===== src/rtl/camera_frame_writer.sv =====
// camera_frame_writer: samples the OV7670 parallel bus (RGB565, two bytes per
// pixel) in the system clock domain, packs each pixel to RGB332 and writes it
// into the frame buffer at y*WIDTH+x. Reports frame completion and geometry errors.
module camera_frame_writer #(
  parameter int WIDTH  = 176,
  parameter int HEIGHT = 144,
  parameter int ADDR_W = 15
) (
  input  logic              CLK,
  input  logic              RESET,
  input  logic              CAM_PCLK,
  input  logic              CAM_HREF,
  input  logic              CAM_VSYNC,
  input  logic [7:0]        CAM_DATA,
  output logic              W_EN,
  output logic [ADDR_W-1:0] W_ADDR,
  output logic [7:0]        W_DATA,
  output logic              FRAME_DONE,
  output logic              FRAME_ERR
);

  localparam int XW = $clog2(WIDTH + 1);
  localparam int YW = $clog2(HEIGHT + 1);
  localparam logic [XW-1:0] LP_XMAX = XW'(WIDTH);
  localparam logic [YW-1:0] LP_YMAX = YW'(HEIGHT);

  typedef enum logic {
    ST_WAIT_FRAME,
    ST_ACTIVE
  } state_t;

  // synchronisers
  logic       r_pclk_s1, r_pclk_s2, r_pclk_s3;
  logic       r_href_s1, r_href_s2, r_href_s3;
  logic       r_vsync_s1, r_vsync_s2, r_vsync_s3;
  logic [7:0] r_data_s1, r_data_s2;

  // capture state
  state_t              r_state, w_state;
  logic [XW-1:0]       r_x, w_x;
  logic [YW-1:0]       r_y, w_y;
  logic                r_phase, w_phase;
  logic [5:0]          r_hi, w_hi;        // only the RGB565 bits that survive packing
  logic                r_line_err, w_line_err;
  logic                r_wen, w_wen;
  logic [ADDR_W-1:0]   r_addr, w_addr;
  logic [7:0]          r_wdata, w_wdata;
  logic                r_done, w_done;
  logic                r_err, w_err;

  logic                w_pclk_rise;
  logic                w_href_fall;
  logic                w_vsync_fall;
  logic                w_vsync_rise;
  logic [ADDR_W-1:0]   w_pix_addr;

  assign w_pclk_rise  =  r_pclk_s2  & ~r_pclk_s3;
  assign w_href_fall  = ~r_href_s2  &  r_href_s3;
  assign w_vsync_fall = ~r_vsync_s2 &  r_vsync_s3;
  assign w_vsync_rise =  r_vsync_s2 & ~r_vsync_s3;
  assign w_pix_addr   = ADDR_W'(r_y) * ADDR_W'(WIDTH) + ADDR_W'(r_x);

  // Bring the asynchronous camera signals into the CLK domain, keep a third PCLK/HREF/VSYNC stage for edges
  always_ff @(posedge CLK) begin
    if (RESET) begin
      r_pclk_s1  <= 1'b0; r_pclk_s2  <= 1'b0; r_pclk_s3  <= 1'b0;
      r_href_s1  <= 1'b0; r_href_s2  <= 1'b0; r_href_s3  <= 1'b0;
      r_vsync_s1 <= 1'b0; r_vsync_s2 <= 1'b0; r_vsync_s3 <= 1'b0;
      r_data_s1  <= '0;   r_data_s2  <= '0;
    end else begin
      r_pclk_s1  <= CAM_PCLK;   r_pclk_s2  <= r_pclk_s1;  r_pclk_s3  <= r_pclk_s2;
      r_href_s1  <= CAM_HREF;   r_href_s2  <= r_href_s1;  r_href_s3  <= r_href_s2;
      r_vsync_s1 <= CAM_VSYNC;  r_vsync_s2 <= r_vsync_s1; r_vsync_s3 <= r_vsync_s2;
      r_data_s1  <= CAM_DATA;   r_data_s2  <= r_data_s1;
    end
  end

  // State and capture registers
  always_ff @(posedge CLK) begin
    if (RESET) begin
      r_state    <= ST_WAIT_FRAME;
      r_x        <= '0;
      r_y        <= '0;
      r_phase    <= 1'b0;
      r_hi       <= '0;
      r_line_err <= 1'b0;
      r_wen      <= 1'b0;
      r_addr     <= '0;
      r_wdata    <= '0;
      r_done     <= 1'b0;
      r_err      <= 1'b0;
    end else begin
      r_state    <= w_state;
      r_x        <= w_x;
      r_y        <= w_y;
      r_phase    <= w_phase;
      r_hi       <= w_hi;
      r_line_err <= w_line_err;
      r_wen      <= w_wen;
      r_addr     <= w_addr;
      r_wdata    <= w_wdata;
      r_done     <= w_done;
      r_err      <= w_err;
    end
  end

  // Next-state: events in one cycle are applied in order PCLK rise, HREF fall, VSYNC rise,
  // each stage reading the values updated by the previous one
  always_comb begin
    w_state    = r_state;
    w_x        = r_x;
    w_y        = r_y;
    w_phase    = r_phase;
    w_hi       = r_hi;
    w_line_err = r_line_err;
    w_wen      = 1'b0;
    w_addr     = r_addr;
    w_wdata    = r_wdata;
    w_done     = 1'b0;
    w_err      = r_err;

    case (r_state)
      ST_WAIT_FRAME: begin
        if (w_vsync_fall) begin
          w_state    = ST_ACTIVE;
          w_x        = '0;
          w_y        = '0;
          w_phase    = 1'b0;
          w_line_err = 1'b0;
        end
      end

      ST_ACTIVE: begin
        if (w_pclk_rise && r_href_s2) begin
          if (!r_phase) begin
            w_hi    = {r_data_s2[7:5], r_data_s2[2:0]};
            w_phase = 1'b1;
          end else begin
            w_phase = 1'b0;
            if ((r_x < LP_XMAX) && (r_y < LP_YMAX)) begin
              w_wen   = 1'b1;
              w_addr  = w_pix_addr;
              w_wdata = {r_hi, r_data_s2[4:3]};
              w_x     = r_x + XW'(1);
            end else begin
              w_line_err = 1'b1;
            end
          end
        end

        if (w_href_fall) begin
          if (w_x != '0) begin
            if (w_y < LP_YMAX) begin
              w_y = w_y + YW'(1);
            end
            if (w_x < LP_XMAX) begin
              w_line_err = 1'b1;
            end
          end
          if (w_phase) begin
            w_line_err = 1'b1;
          end
          w_x     = '0;
          w_phase = 1'b0;
        end

        if (w_vsync_rise) begin
          w_done  = 1'b1;
          w_err   = w_line_err | (w_y != LP_YMAX);
          w_state = ST_WAIT_FRAME;
        end
      end

      default: w_state = ST_WAIT_FRAME;
    endcase
  end

  assign W_EN       = r_wen;
  assign W_ADDR     = r_addr;
  assign W_DATA     = r_wdata;
  assign FRAME_DONE = r_done;
  assign FRAME_ERR  = r_err;

endmodule


===== config.mk =====
export PLATFORM = sky130hd
export DESIGN_NAME = camera_frame_writer
export DESIGN_NICKNAME = d
export VERILOG_FILES = /design/src/rtl/camera_frame_writer.sv
export SDC_FILE = /design/constraint.sdc
export NUM_CORES = 1
export LEC_CHECK = 0
export BUFFER_PORTS_ARGS = -buffer_cell sky130_fd_sc_hd__buf_4
export CORE_ASPECT_RATIO = 1.5
export CORE_MARGIN = 8
export CORE_UTILIZATION = 56
export CTS_CLUSTER_SIZE = 28
export DETAILED_ROUTE_END_ITERATION = 12
export PLACE_DENSITY = 0.76
export SLEW_MARGIN = 25
export SYNTH_ARGS = -nofsm -noshare
export SYNTH_HDL_FRONTEND = slang
export SYNTH_SLANG_ARGS = --single-unit

===== constraint.sdc =====
create_clock -name CLK -period 4.4 [get_ports CLK]
set_input_delay 0.88 -clock CLK [delete_from_list [all_inputs] [get_ports CLK]]
set_output_delay 0.88 -clock CLK [all_outputs]
set_load 0.01 [all_outputs]

### Word level (Yosys, flattened, before mapping)

Cells that the tools add are included.

| storage, ports and cells | value |
|---|---|
| bits in registers | 76 |
| output and inout port bits | 26 |
| logic and storage cells | 83 |

| operators by class | value |
|---|---|
| add/sub/neg operators | 3 |
| $mul | 1 |
| $lt $le $gt $ge | 3 |
| equal/unequal tests | 2 |
| multiplexer cells | 32 |
| bitwise logic cells | 12 |
| reductions and logical operators | 8 |

Operators by type and width:

| kind | count |
|---|---|
| 8-bit two-way mux | 10 |
| 8-bit one-hot mux with 2 select lines | 2 |
| 8-bit < comparator (second input constant) | 3 |
| 1-bit two-way mux | 17 |
| 8-bit by 1-bit adder with 8-bit output (second input constant) | 2 |
| 15-bit by 8-bit adder with 15-bit output | 1 |
| 8-bit by 4-bit multiplier with 11-bit output (second input constant) | 1 |
| 8-bit != test (second input constant) | 1 |
| 8-bit nonzero test | 1 |
| 1-bit inverter | 7 |
| 1-bit one-hot mux with 2 select lines | 3 |
| 1-bit bitwise AND | 4 |
| 4-bit AND reduction | 1 |
| 4-bit OR reduction | 1 |
| 3-bit AND reduction | 1 |
| 1-bit logical AND | 2 |
| 2-bit != test (second input constant) | 1 |
| 2-bit AND reduction | 1 |
| 2-bit OR reduction | 1 |
| 1-bit OR | 1 |

### Depth between registers and ports, before layout

Gate-level depths: netlist of run 1.

| depth | value |
|---|---|
| word-level depth | 13 |
| gate-level depth with buffers | 12 |
| depth with buffers taken out | 12 |

### Least setup slack after synthesis of run 1

OpenSTA, ideal clock, no wires.

| path | value |
|---|---|
| path kind | register to register |
| start | reg r_y[0] |
| end | reg r_addr[14] (netlist: W_ADDR[14]) |
| setup time | 0.062 ns |
| arrival | 3.405 ns |
| data required time | 4.338 ns |
| path slack | 0.933 ns |
| stages on the path, launching flop included | 11 |
| buffers on the path | 0 |
| cells stage by stage | dfxtp_1 > ha_1 > ha_1 > fa_1 > ha_1 > a21o_1 > nand3_1 > a2111o_1 > or2_2 > or4b_2 > nand3_1 |

| between the ends | value |
|---|---|
| longest elaborated chain between the ends | 3 |

RTL lines:

| element | RTL line | RTL |
|---|---|---|
| start: declaration | 41 | `logic [YW-1:0] r_y, w_y;` |
| start signal: assignment | 95 | `r_y <= w_y;` |
| parallel branches: the longest is 3 deep, another holds 15-bit by 8-bit adder with 15-bit output | n/a |  |
| end signal: assignment | 100 | `r_addr <= w_addr;` |
| end: declaration | 46 | `logic [ADDR_W-1:0] r_addr, w_addr;` |

Parallel ways; which one is timed is not known.
A chain may end at the register's enable or synchronous reset.

### Worst setup path in the final report of run 1

| path | value |
|---|---|
| start | reg r_y[3] |
| end | reg r_addr[14] (netlist: W_ADDR[14]) |

Same word-level chain as after synthesis.

==> summary.md, run 1 <==
| Metric | Value |
|---|---|
| Req. time, crit path | `4.70 ns` |
| CTS Hold Buffers Added | `0` |
| TritonCTS buffer count | `9` |
| Final nets | `505` |
| Clock insertion delay at the later pin of the skew report | `approximately 0.35 ns` |
| Register area share after synthesis | `around 39%` |
| 1st-iter DRT viols | `between 150 and 200` |
| Start of the worst register-to-register path | `r_y[3]` |
| Final worst path period share | `a little under nine tenths` |
| Worst-margin pin slew | `0.7426 ns` |
| Xor and xnor area share after synthesis | `under 10%` |
| CTS root buffer | `clkbuf_8` |
| Flop-to-flop setup slack | `0.66 ns` |
| Gr ovfl total | `0` |
| CP startpoint | `r_y[3]` |
| Pin count of the biggest net entering global routing | `75` |
| Final Slew Violations | `0` |
| Router iterations before antenna repair | `4` |
| Final core utilization | `approximately 65%` |
| Lkg Pwr | `between 1.5 and 2 nW` |
| Synth Register Bits | `between 70 and 80` |
| Worst hold path type | `reg -> reg` |
| Antenna-violating nets left | `0` |
| Core Area | `6805 µm²` |
| Critical Path Fanout Max | `11` |
| CTS Sinks | `76` |
| Number of distinct library cells after synthesis | `57` |
| Async set-reset flop share out of synthesis | `0%` |
| PostCTS Resize Cnt | `0` |
| Placed Cells | `529` |
| Ports | `39` |
| Final Setup Violations | `0` |
| First-pass GRT wire length | `14.19 mm` |
| Simple-Gate Fraction of Synth Area | `19.77%` |
| Via density | `5.793` |
| Routing usage on met1 | `17.87%` |
| Hold Fails Final Rpt | `0` |
| Seq. cell area | `1521 µm²` |
| Post-synth EDFFs | `0` |
| Syn. warnings | `0` |
| Synth Cell Area | `3924 µm²` |
| Setup CP Type | `reg -> reg` |
| Setup_tns | `0 ns` |
| Row count | `37` |
| IO buf count | `38` |
| Startpoint types | `flop` |
| Fin crit period | `~3.7 ns` |
| CTS tree | `yes` |
| Compound-cell area share of the yosys netlist | `between 10% and 20%` |
| Footprint of the multi-input gates | `2200 µm²` |
| Clock Tree Buf Depth | `2` |
| FILL cells | `594` |
| Synthesized area per cell | `8.958 µm²` |
| Die Width | `84.35 µm` |
| Combinational family with the most area after synthesis | `simple AND/OR/NAND/NOR gates` |
| Final Routed Wirelength | `a little over 8 mm` |
| Worst vdd ir | `0.0003438 V` |
| Grt met2 use | `a little under a third` |
| Proportion of layout cells with a drive suffix above 1 | `14.99%` |
| RePlAce Congestion | `0.8867` |
| Residual DRC | `0` |
| Mux contribution to synthesized area | `about 2.6%` |
| Power density cells | `301.5 nW/µm²` |
| Maxcap violations | `0` |
| H-Tree Depth | `3` |
| Layout Cells excl Fill | `545` |
| Vias in the first global route | `3095` |
| Setup Skew | `0.01432 ns` |
| Hold path start | `r_data_s1[0]` |
| Post-Syn Nets | `481` |
| Status | `complete, no violations` |
| Fmax | `about 0.27 GHz` |
| CTS clk-pin slew, worst paths | `0.09 ns` |
| Area grow syn2layout | `12.98%` |
| Via count | `between 3000 and 4000` |
| Tot GR Track Use | `~17%` |
| Arr. time, crit path | `around 4 ns` |
| Setup repair bufs after CTS | `0` |
| Die H | `118.5 µm` |
| Average wire per cell in the routed design | `15.20 µm` |
| Relative max-transition margin | `just over 50%` |
| Antenna violations before repair | `0` |
| RSZ-0062 raised after global routing | `false` |
| Critical Path End Type | `flop` |
| ANT cells | `0` |
| GR Util met3 | `3.574%` |
| GRT Max-Usage Layer | `met2` |
| Top_reg_cell synth | `dfxtp_1` |
| Detailed placement HPWL | `6.009 mm` |
| Cells after synthesis | `roughly 440` |
| Adder-cell share of the synthesized area | `10.71%` |
| Initial Utilization | `57.66%` |
| Die Area | `9997 µm²` |
logic make-up (layout without fill, tap and decap cells):
group | count (synthesis) | count (layout)
simple gates | 154 | 154
compound gates | 101 | 101
flops | 76 | 76
buf+inv | 49 | 78
fa+ha+maj | 30 | 30
xor+xnor | 18 | 18
mux | 10 | 10
layout by cell type, fill, tap and decap left out, types with 3 or more instances in the layout:
master	Yosys	final
nand3b_1	3	3
a211oi_1	9	9
clkbuf_8	0	9
ha_1	24	24
a21o_1	7	7
or3_1	3	3
a21oi_1	34	34
a41o_1	3	3
or2_2	4	4
xor2_1	4	4
fa_1	6	6
o21a_1	3	3
dfxtp_1	76	76
o22ai_1	3	3
o21ai_0	8	8
nand4_1	6	6
nor2b_1	29	29
nand2_1	44	44
nor4_1	4	4
inv_1	20	20
nor3_1	3	3
and2_1	3	3
nor2_1	34	34
a311oi_1	5	5
xnor2_1	14	14
mux2i_1	10	10
nand3_1	9	9
o31a_1	6	6
buf_4	0	42
a31oi_1	4	4
sequential cells by signal (all words and copies together) (netlist names), 6 cells and up:
name       flops
W_ADDR        15
W_DATA         8
r_data_s1      8
r_data_s2      8
r_hi           6
r_x            8
r_y            8
layer usage:
metal | part of all wire, % | up-vias
met5 | 0 | -
met4 | 2.3 | 0
met3 | 3.4 | 15
met2 | 54 | 72
met1 | 41 | 1485
li1 | - | 1585
area by class of cell:
type                    instances  share of cell area, %
inverters                      20                  1.693
multi-input cells             313                  49.62
clock inverters                 6                  2.173
flip-flops and latches         76                  34.32
well taps                      78                  2.202
clock buffers                  10                  2.879
repair buffers                 42                  7.113
per-stage QoR:
stage	total power [mW]	worst slack [ns]	instance area, µm²	hold slack, ns
after floorplan	0.7411	0.9326	3924	0.4138
after global placement	0.7537	0.7720	4209	0.4155
after detailed placement	0.7553	0.7106	4209	0.4270
after CTS	1.348	0.6839	4433	0.4455
after global routing	1.386	0.4579	4433	0.4562
final	1.337	0.6561	4433	0.4403
power by group:
group	switching [mW]	internal, mW
logic	0.0210	0.0151
registers	0.00462	0.698
clock network	0.272	0.327
total	0.297	1.04
path summary, 6_finish.rpt:
check	cells after the start	end
worst max-delay path	10	W_ADDR[14]
worst min register to register	1	r_data_s2[0]
worst min-delay path	1	r_data_s2[0]
worst max register to register	10	W_ADDR[14]
critical path: stages (launching register included):
cell and delay, ns:
dfxtp_1 0.55, ha_1 0.32, fa_1 0.47, ha_1 0.35, a21o_1 0.18, a21oi_1 0.22
xor2_1 0.15, a2111o_1 0.44, or2_2 0.30, or4b_2 0.60, nand3_1 0.10
cells in the mapped netlist (5+ instances only):
cell       n  area share (%)
dfxtp_1   76              39
nand2_1   44             4.2
a21oi_1   34             4.3
nor2_1    34             3.3
nor2b_1   29             4.6
ha_1      24             7.7
clkbuf_1  22             2.1
inv_1     20             1.9
xnor2_1   14             3.1
mux2i_1   10             2.6
a211oi_1   9             1.7
nand3_1    9             1.1
o21ai_0    8             1.0
a21o_1     7             1.3
fa_1       6             3.1
nand4_1    6            0.96
o31a_1     6             1.3
a311oi_1   5             1.1
Power figures use the tool's default switching activity.
==> run 2, diff against run 1 <==
--- a/config.mk
+++ b/config.mk
@@ -11,7 +11,7 @@
 export CORE_UTILIZATION = 56
 export CTS_CLUSTER_SIZE = 28
 export DETAILED_ROUTE_END_ITERATION = 12
-export PLACE_DENSITY = 0.76
+export PLACE_DENSITY_LB_ADDON = 0.3
 export SLEW_MARGIN = 25
 export SYNTH_ARGS = -nofsm -noshare
 export SYNTH_HDL_FRONTEND = slang
==> constraint.sdc (replaced) <==
create_clock -name CLK -period 4 [get_ports CLK]
set_input_delay 0.8 -clock CLK [delete_from_list [all_inputs] [get_ports CLK]]
set_output_delay 0.8 -clock CLK [all_outputs]
set_load 0.01 [all_outputs]
==> run 2 against run 1 <==
Non-clock buffer count up 3. Sequential power up 10%. Critical path depth unchanged. Critical endpoint unchanged. Largest power group unchanged.
==> summary.md, run 2 (synthesized netlist as in run 1, its figures left out) <==
| Metric | Value |
|---|---|
| Relative max-transition margin | `51.69% (+1.2 points)` |
| Clock insertion delay at the later pin of the skew report | `0.34 ns (about the same)` |
| CTS clk-pin slew, worst paths | `0.08 ns (about the same)` |
| Final Slew Violations | `0 (unchanged)` |
| Status | `complete, no violations` |
| Final Routed Wirelength | `8.265 mm (-0.21%)` |
| Most frequent cells in the layout | `76 x dfxtp_1, 45 x buf_4, 44 x nand2_1` |
| Fin crit period | `3.618 ns (-0.1263 ns)` |
| Largest register FFs | `15 (unchanged)` |
| Startpoint types | `flop` |
| Detailed placement HPWL | `5.906 mm (-1.7%)` |
| Die Area | `9997 µm² (unchanged)` |
| Layout Cells excl Fill | `548 (+0.55%)` |
| 1st-iter DRT viols | `173 (+6.8%)` |
| Final Setup Violations | `0 (unchanged)` |
| CP Buf/Inv Count | `0 (unchanged)` |
| Core Area | `6805 µm² (unchanged)` |
| RePlAce Congestion | `0.9059 (+2.2%)` |
| Hold path start | `r_data_s2[3]` |
| Proportion of layout cells with a drive suffix above 1 | `15.53% (+0.54 points)` |
| CTS Sinks | `76 (unchanged)` |
| Flop-to-flop setup slack | `0.38 ns (-0.27 ns)` |
| Average wire per cell in the routed design | `15.08 µm (-0.75%)` |
| First-pass GRT wire length | `14.04 mm (-1.1%)` |
| Worst path slowest cell | `or4b_2` |
| Antenna-violating nets left | `0 (unchanged)` |
| Worst-margin pin slew | `0.7246 ns (-0.01796 ns)` |
| Clk pwr share | `44.3% (-0.5 points)` |
| Req. time, crit path | `4.29 ns (-0.41 ns)` |
| Final nets | `508 (+0.59%)` |
| Fmax | `0.2764 GHz (+3.5%)` |
| Arr. time, crit path | `3.90 ns (-0.14 ns)` |
| Via count | `3205 (+1.5%)` |
| H-Tree Depth | `3 (unchanged)` |
| Initial Utilization | `57.66% (unchanged)` |
| Maxcap violations | `0 (unchanged)` |
| Setup Skew | `0.007816 ns (-0.006500 ns)` |
| Residual DRC | `0 (unchanged)` |
| Setup_tns | `0 ns (unchanged)` |
| Die Width | `84.35 µm (unchanged)` |
| TritonCTS buffer count | `9 (unchanged)` |
| Critical Path Fanout Max | `8 (-3)` |
| Power density cells | `327.2 nW/µm² (+8.5%)` |
| Ports | `39 (unchanged)` |
| Commonest non-fill, non-tap cell in the layout | `dfxtp_1` |
| CP delay by family, top | `adder cells` |
| Sequential Power Share | `53.0% (+0.5 points)` |
| Sw Pwr | `316.0 µW (+6.3%)` |
| Final setup margin | `0.3825 ns (-0.2737 ns)` |
| Via density | `5.849 (+0.96%)` |
| Clock Tree Buf Depth | `2 (unchanged)` |
| Router iterations before antenna repair | `4 (unchanged)` |
| Gr ovfl total | `0 (unchanged)` |
| Setup repair bufs after CTS | `0 (unchanged)` |
| Pre-CTS setup slack | `0.3981 ns (-0.3125 ns)` |
| Cell with the most instances on the worst path | `ha_1` |
| Sw Ratio | `21.69% (-0.55 points)` |
| Hold Fails Final Rpt | `0 (unchanged)` |
| Area grow syn2layout | `13.49%` |
| CP max stage delay | `0.61 ns (about the same)` |
| WHS | `0.4380 ns (-0.002277 ns)` |
| Antenna violations before repair | `0 (unchanged)` |
| Start of the worst register-to-register path | `r_y[2]` |
| Footprint of the multi-input gates | `2200 µm² (unchanged)` |
| Vias in the first global route | `3184 (+2.9%)` |
| Worst-path cell chain | `ha_1 > ha_1 > fa_1 > a21o_1 > a21oi_1 > xor2_1 > a2111o_1 > or2_2 > or4b_2 > nand3_1` |
| Worst hold path type | `reg -> reg` |
| FILL cells | `590 (-0.67%)` |
| Worst vdd ir | `0.0003782 V (+10%)` |
| Final worst path period share | `90.44% (+5.4 points)` |
| Pin count of the biggest net entering global routing | `75 (unchanged)` |
| Placed Cells | `532 (+0.57%)` |
| Lkg Pwr | `1.852 nW (+0.81%)` |
| CTS root buffer | `clkbuf_8` |
| CTS Hold Buffers Added | `0 (unchanged)` |
| Row count | `37 (unchanged)` |
| Setup CP Type | `reg -> reg` |
| Critical Path End Type | `flop` |
| Seq. cell area | `1521 µm² (unchanged)` |
| Tot GR Track Use | `16.65% (-0.30 points)` |
| CTS tree | `yes` |
| ANT cells | `0 (unchanged)` |
| IO buf count | `38 (unchanged)` |
| CP startpoint | `r_y[2]` |
| Part of the power in combinational logic | `2.7% (about the same)` |
| Die H | `118.5 µm (unchanged)` |
| Int Pwr | `1.141 mW (+9.8%)` |
| RSZ-0062 raised after global routing | `false` |
| PostCTS Resize Cnt | `0 (unchanged)` |
==> run 2: area by class of cell <==
type                            count  share of cell area [%]
Clock buffer                       10                   2.866
Clock inverter                      6                   2.107
Inverter                           20                   1.686
Multi-Input combinational cell    313                   49.40
Sequential cell                    76                   34.17
Tap cell                           78                   2.192
Timing Repair Buffer               45                   7.586
==> run 2: path summary, 6_finish.rpt <==
check / endpoint / cells after the start
setup / recovery: W_ADDR[14] / 10
hold / removal: W_DATA[0] / 2
setup reg to reg: W_ADDR[14] / 10
hold reg to reg: W_DATA[0] / 2
==> run 2: worst reg2reg max path: cells and delay by family, from the launching register on <==
family / cells / cell delay, ns
adder cells (fa/ha/maj): 3 / 1.08
AO/OA/AOI/OAI: 3 / 0.87
AND/OR/NAND/NOR: 3 / 1.00
XOR/XNOR: 1 / 0.15
flip-flops: 1 / 0.46
==> run 2: per-layer routing <==
layer	routed length [µm]	global-route usage, %	vias to the layer above
met5	0	0	-
met4	236	9.062	0
met3	368	4.536	21
met2	4525	31.09	77
met1	3134	15.81	1524
li1	-	-	1583
==> run 2: through the flow <==
| step | cell area (µm²) | util (%) | power, mW |
|---|---|---|---|
| 2_1_floorplan | 3924 | - | 0.8152 |
| 3_3_place_gp | 4232 | 62.18 | 0.8291 |
| 3_5_place_dp | 4232 | 62.18 | 0.8301 |
| 4_1_cts | 4453 | 65.43 | 1.470 |
| 5_1_grt | 4453 | 65.43 | 1.508 |
| 6_report | 4453 | 65.43 | 1.457 |
==> run 2: power groups by stage <==
stage                     combinational, mW  sequential (mW)  clock, mW
after floorplan                      0.0276            0.788          0
after global placement               0.0394            0.790          0
after detailed placement             0.0400            0.790          0
after CTS                            0.0400            0.772      0.658
after global routing                 0.0436            0.774      0.691
final                                0.0396            0.772      0.645
